==> config.mk <==
export PLATFORM = sky130hd
export DESIGN_NAME = mode_scheduler
export DESIGN_NICKNAME = d
export VERILOG_FILES = /design/src/rtl/mode_scheduler.sv
export SDC_FILE = /design/constraint.sdc
export NUM_CORES = 1
export LEC_CHECK = 0
export CORE_MARGIN = 8
export CORE_UTILIZATION = 57
export CTS_CLUSTER_DIAMETER = 30
export DETAILED_ROUTE_END_ITERATION = 10
export PLACE_DENSITY = 0.76
export SLEW_MARGIN = 10
export SYNTH_ARGS = -nofsm -noshare
export SYNTH_HDL_FRONTEND = slang
export SYNTH_SLANG_ARGS = --single-unit
==> constraint.sdc <==
create_clock -name clk -period 2.9 [get_ports clk]
set_clock_uncertainty 0.15 [all_clocks]
set_input_delay 0.58 -clock clk [delete_from_list [all_inputs] [get_ports clk]]
set_output_delay 0.58 -clock clk [all_outputs]
set_load 0.1 [all_outputs]
==> src/rtl/mode_scheduler.sv <==
// Table-driven sequencer for the mode selector's 2-bit mode select.
// Steps through (mode, dwell) slots under start/stop; parks in mode 0 while idle.
module mode_scheduler #(
  parameter int unsigned NUM_SLOTS = 4,
  parameter int unsigned SLOT_W    = $clog2(NUM_SLOTS),
  parameter int unsigned DWELL_W   = 8
) (
  input  logic               clk,
  input  logic               xrst,
  input  logic               cfg_we,
  input  logic [SLOT_W-1:0]  cfg_addr,
  input  logic [1:0]         cfg_mode,
  input  logic [DWELL_W-1:0] cfg_dwell,
  input  logic [SLOT_W-1:0]  cfg_last,
  input  logic               loop,
  input  logic               start,
  input  logic               stop,
  output logic [1:0]         mode,
  output logic [SLOT_W-1:0]  slot,
  output logic               busy,
  output logic               done
);

  localparam logic [0:0] StIdle = 1'b0;
  localparam logic [0:0] StRun  = 1'b1;

  logic [0:0]         state_q, state_d;
  logic [SLOT_W-1:0]  slot_q, slot_d;
  logic [1:0]         mode_q, mode_d;
  logic [DWELL_W-1:0] cnt_q, cnt_d;
  logic [SLOT_W-1:0]  last_q, last_d;
  logic               loop_q, loop_d;
  logic               done_q, done_d;

  logic [1:0]         tbl_mode_q  [NUM_SLOTS];
  logic [DWELL_W-1:0] tbl_dwell_q [NUM_SLOTS];

  logic               tbl_wr;
  logic               wr_slot0;
  logic [1:0]         first_mode;
  logic [DWELL_W-1:0] first_dwell;
  logic [SLOT_W-1:0]  nxt_slot;

  assign tbl_wr   = cfg_we && (state_q == StIdle);
  assign wr_slot0 = tbl_wr && (cfg_addr == '0);

  // A same-cycle write to slot 0 must be seen by the sequence being started.
  assign first_mode  = wr_slot0 ? cfg_mode  : tbl_mode_q[0];
  assign first_dwell = wr_slot0 ? cfg_dwell : tbl_dwell_q[0];

  assign nxt_slot = (slot_q == last_q) ? '0 : SLOT_W'(slot_q + 1'b1);

  always_ff @(posedge clk) begin
    if (!xrst) begin
      for (int unsigned i = 0; i < NUM_SLOTS; i++) begin
        tbl_mode_q[i]  <= '0;
        tbl_dwell_q[i] <= '0;
      end
    end else if (tbl_wr) begin
      tbl_mode_q[cfg_addr]  <= cfg_mode;
      tbl_dwell_q[cfg_addr] <= cfg_dwell;
    end
  end

  always_comb begin
    state_d = state_q;
    slot_d  = slot_q;
    mode_d  = mode_q;
    cnt_d   = cnt_q;
    last_d  = last_q;
    loop_d  = loop_q;
    done_d  = 1'b0;
    case (state_q)
      StIdle: begin
        if (start) begin
          state_d = StRun;
          slot_d  = '0;
          mode_d  = first_mode;
          cnt_d   = first_dwell;
          last_d  = cfg_last;
          loop_d  = loop;
        end
      end
      StRun: begin
        if (stop) begin
          state_d = StIdle;
          slot_d  = '0;
          mode_d  = '0;
          cnt_d   = '0;
        end else if (cnt_q != '0) begin
          cnt_d = cnt_q - 1'b1;
        end else if ((slot_q != last_q) || loop_q) begin
          slot_d = nxt_slot;
          mode_d = tbl_mode_q[nxt_slot];
          cnt_d  = tbl_dwell_q[nxt_slot];
        end else begin
          state_d = StIdle;
          slot_d  = '0;
          mode_d  = '0;
          done_d  = 1'b1;
        end
      end
      default: state_d = StIdle;
    endcase
  end

  always_ff @(posedge clk) begin
    if (!xrst) begin
      state_q <= StIdle;
      slot_q  <= '0;
      mode_q  <= '0;
      cnt_q   <= '0;
      last_q  <= '0;
      loop_q  <= 1'b0;
      done_q  <= 1'b0;
    end else begin
      state_q <= state_d;
      slot_q  <= slot_d;
      mode_q  <= mode_d;
      cnt_q   <= cnt_d;
      last_q  <= last_d;
      loop_q  <= loop_d;
      done_q  <= done_d;
    end
  end

  assign mode = mode_q;
  assign slot = slot_q;
  assign busy = (state_q == StRun);
  assign done = done_q;

endmodule

==> results.json <==
{
  "critPathTopFamily": "simple AND/OR/NAND/NOR gates",
  "worst_pin_slew_ns": 0.636,
  "finalNetCount": 371,
  "setup.worst_path.end_class": "flip-flop",
  "cts_buffers": 9,
  "critPathMaxStageDelay_ns": 0.47,
  "routedWlPerCell_um": 18.1,
  "antenna_cells": 0,
  "worstPathArrival_ns": 2.44,
  "grt_pass1_wl_mm": 12.6,
  "crit_buf_inv": 1,
  "drive_gt1_share_pct": 13.8,
  "p_switching_mw": 0.552,
  "cts.sinks": 57,
  "vdd_drop_max_uv": 386,
  "max-cap-violations": 0,
  "grt_max_degree": 25,
  "slew_viol_final": 0,
  "setup_tns_ns": 0,
  "ys_seq_elements": 57,
  "clock_latency_ns": 0.34,
  "dp_hpwl_mm": 5.63,
  "clockBufferDepth": 2,
  "antenna_found_initial": 0,
  "synthDominantCellAreaShare_pct": 39.2,
  "period_share_pct": 81.7,
  "postRouteAntennaNets": 0,
  "ys.flop_type": "edfxtp_1",
  "status": "complete, no violations",
  "cp_max_fo": 9,
  "hp-start": "mode[0]",
  "vias": 2532,
  "synth_fp_nets": 336,
  "cp_num_cells": 7,
  "grt_setup_unrepaired": "false",
  "num_io_pins": 26,
  "startpoint_type": "flip-flop",
  "fmax_mhz": 422,
  "hp-class": "flip-flop to flip-flop",
  "postCtsSetupBuffers": 0,
  "setup_slack_ns": 0.530,
  "cts-root-buf": "clkbuf_8",
  "period_minus_slack_ns": 2.37,
  "synth_edf_count": 40,
  "setup_viol": 0,
  "required_ns": 2.97,
  "mostFrequentLayoutCells": "51 x nor2_1, 40 x edfxtp_1, 26 x o21ai_0",
  "crit_type": "flip-flop to flip-flop",
  "swShare_pct": 28.5,
  "final-instance-count-excl-fill": 424,
  "hold_depth": 2,
  "rrSetupSlack_ns": 0.53,
  "r2r-start": "cnt_q[0]",
  "drt_iter0_markers": 264,
  "pwr-share-comb_pct": 17.2,
  "cts_resized": 0,
  "routed_wirelength_mm": 7.68,
  "fillCellCount": 427,
  "dieArea_um2": 7980,
  "path_clk_slew_ns": 0.07,
  "seq_power_share_pct": 50.0,
  "synthTopCellsByArea": "edfxtp_1 39%, dfxtp_1 11%, nor2_1 6.2%",
  "synth_warnings": 0,
  "syn_inst": 314,
  "syn_area_um2": 3060,
  "post_synth.cell_area_avg_um2": 9.76,
  "track_usage_pct": 21.3,
  "leakagePower_nw": 1.36,
  "die_h_um": 89.3,
  "cts_tree": "done",
  "routabilityCongestion": 0.903,
  "holdWs_ns": 0.384,
  "rows": 26,
  "final-hold-violation-count": 0,
  "dp.cells": 408,
  "slew_headroom_pct": 57.5,
  "cpMaxStageDelayCell": "or3b_2",
  "crit_chain": "inv_1, ha_1, or3b_2, or2_1, a21oi_4, mux2i_1, nor2_1",
  "yosysTopAreaCell": "edfxtp_1",
  "final_common_cell": "nor2_1",
  "coreArea_um2": 5140,
  "areaGrowthSynthToFinish_pct": 18.0,
  "seq_area_frac_synth_pct": 50.3,
  "power_density_nw_per_um2": 536,
  "r2r_end": "slot[1]",
  "drc": 0,
  "async_flop_share_pct": 0,
  "p_int_mw": 1.39,
  "die_w_um": 89.3,
  "ys_types": 54,
  "clock_power_share_pct": 32.8,
  "io_buffers": 25,
  "hold_end": "mode[0]",
  "grt-ovfl-total": 0,
  "power.total_mw": 1.94,
  "grt_pass1_vias": 2437,
  "drtPass1Iterations": 5,
  "ff2ff_path_depth": 7,
  "h-tree-depth": 3,
  "vias_per_cell": 5.97,
  "dp_slack_ns": 0.485,
  "initial_core_util_pct": 59.6,
  "holdBufCountCts": 0
}
[flip-flops by register name, indices dropped and copies added (netlist names)]
name and cells:
busy 1, cnt_q 8, done 1, last_q 2, loop_q 1, mode 2
slot 2, tbl_dwell_q 32, tbl_mode_q 8
[worst max path at each step]
stage | to | startpoint
after detailed placement | cnt_q[6] | cfg_addr[1]
final | slot[1] | cnt_q[0]
after global routing | cnt_q[7] | cnt_q[0]
after floorplan | cnt_q[1] | slot[1]
after global placement | tbl_mode_q[0][1] | cfg_addr[1]
after CTS | cnt_q[7] | cnt_q[0]
[synth_stat cells, types with 3 or more instances]
master	count
xor2_1	3
dfxtp_1	17
clkbuf_1	11
nor3_1	10
buf_2	4
a31oi_1	7
o21ai_0	26
o22a_1	3
inv_1	15
a21oi_1	11
nor2b_1	7
nor3b_1	6
nand2b_1	7
or3_1	3
nor2_1	51
or2_2	4
o31ai_1	3
nand2_1	20
edfxtp_1	40
mux2i_1	17
[routing by layer]
layer | vias up | global-route usage, % | wire, um
met5 | - | 0 | 0
met2 | 97 | 33.5 | 3630
met1 | 1193 | 27.5 | 3370
met4 | 0 | 8.46 | 135
li1 | 1225 | - | -
met3 | 17 | 4.96 | 545
[power by group through the flow]
stage / Clock, mW / Sequential (mW) / Combinational (mW)
floorplan: 0 / 0.999 / 0.202
global placement: 0 / 0.983 / 0.324
detailed placement: 0 / 0.985 / 0.329
CTS: 0.645 / 0.968 / 0.331
global route: 0.681 / 0.976 / 0.365
finish: 0.637 / 0.970 / 0.333
[layout make-up]
type                    count  area, um^2  share of cell area [%]
inverters                  15        56.3                    1.56
clock buffers              12         145                    4.01
well taps                  70        87.6                    2.42
clock inverters             4        20.0                   0.554
multi-input cells         224        1390                    38.4
repair buffers             42         375                    10.4
flip-flops and latches     57        1540                    42.6
[cells by family after synthesis]
group	after synthesis	share of synthesized area, %
compound gates	81	18.5
xor+xnor	5	1.43
mux	17	5.55
simple gates	119	18.9
fa+ha+maj	2	0.817
buf+inv	33	4.49
flops	57	50.3
[through the flow]
step / instance area (um^2) / util, %
2_1_floorplan: 3060 / -
3_3_place_gp: 3450 / 67.1
3_5_place_dp: 3450 / 67.1
4_1_cts: 3620 / 70.4
5_1_grt: 3620 / 70.4
6_report: 3620 / 70.4
[worst min-delay path, stage by stage, from the launching register on]
cell and delay [ns]:
dfxtp_1 0.32, o21ai_1 0.13, a31oi_1 0.04
Power figures use the tool's default switching activity.
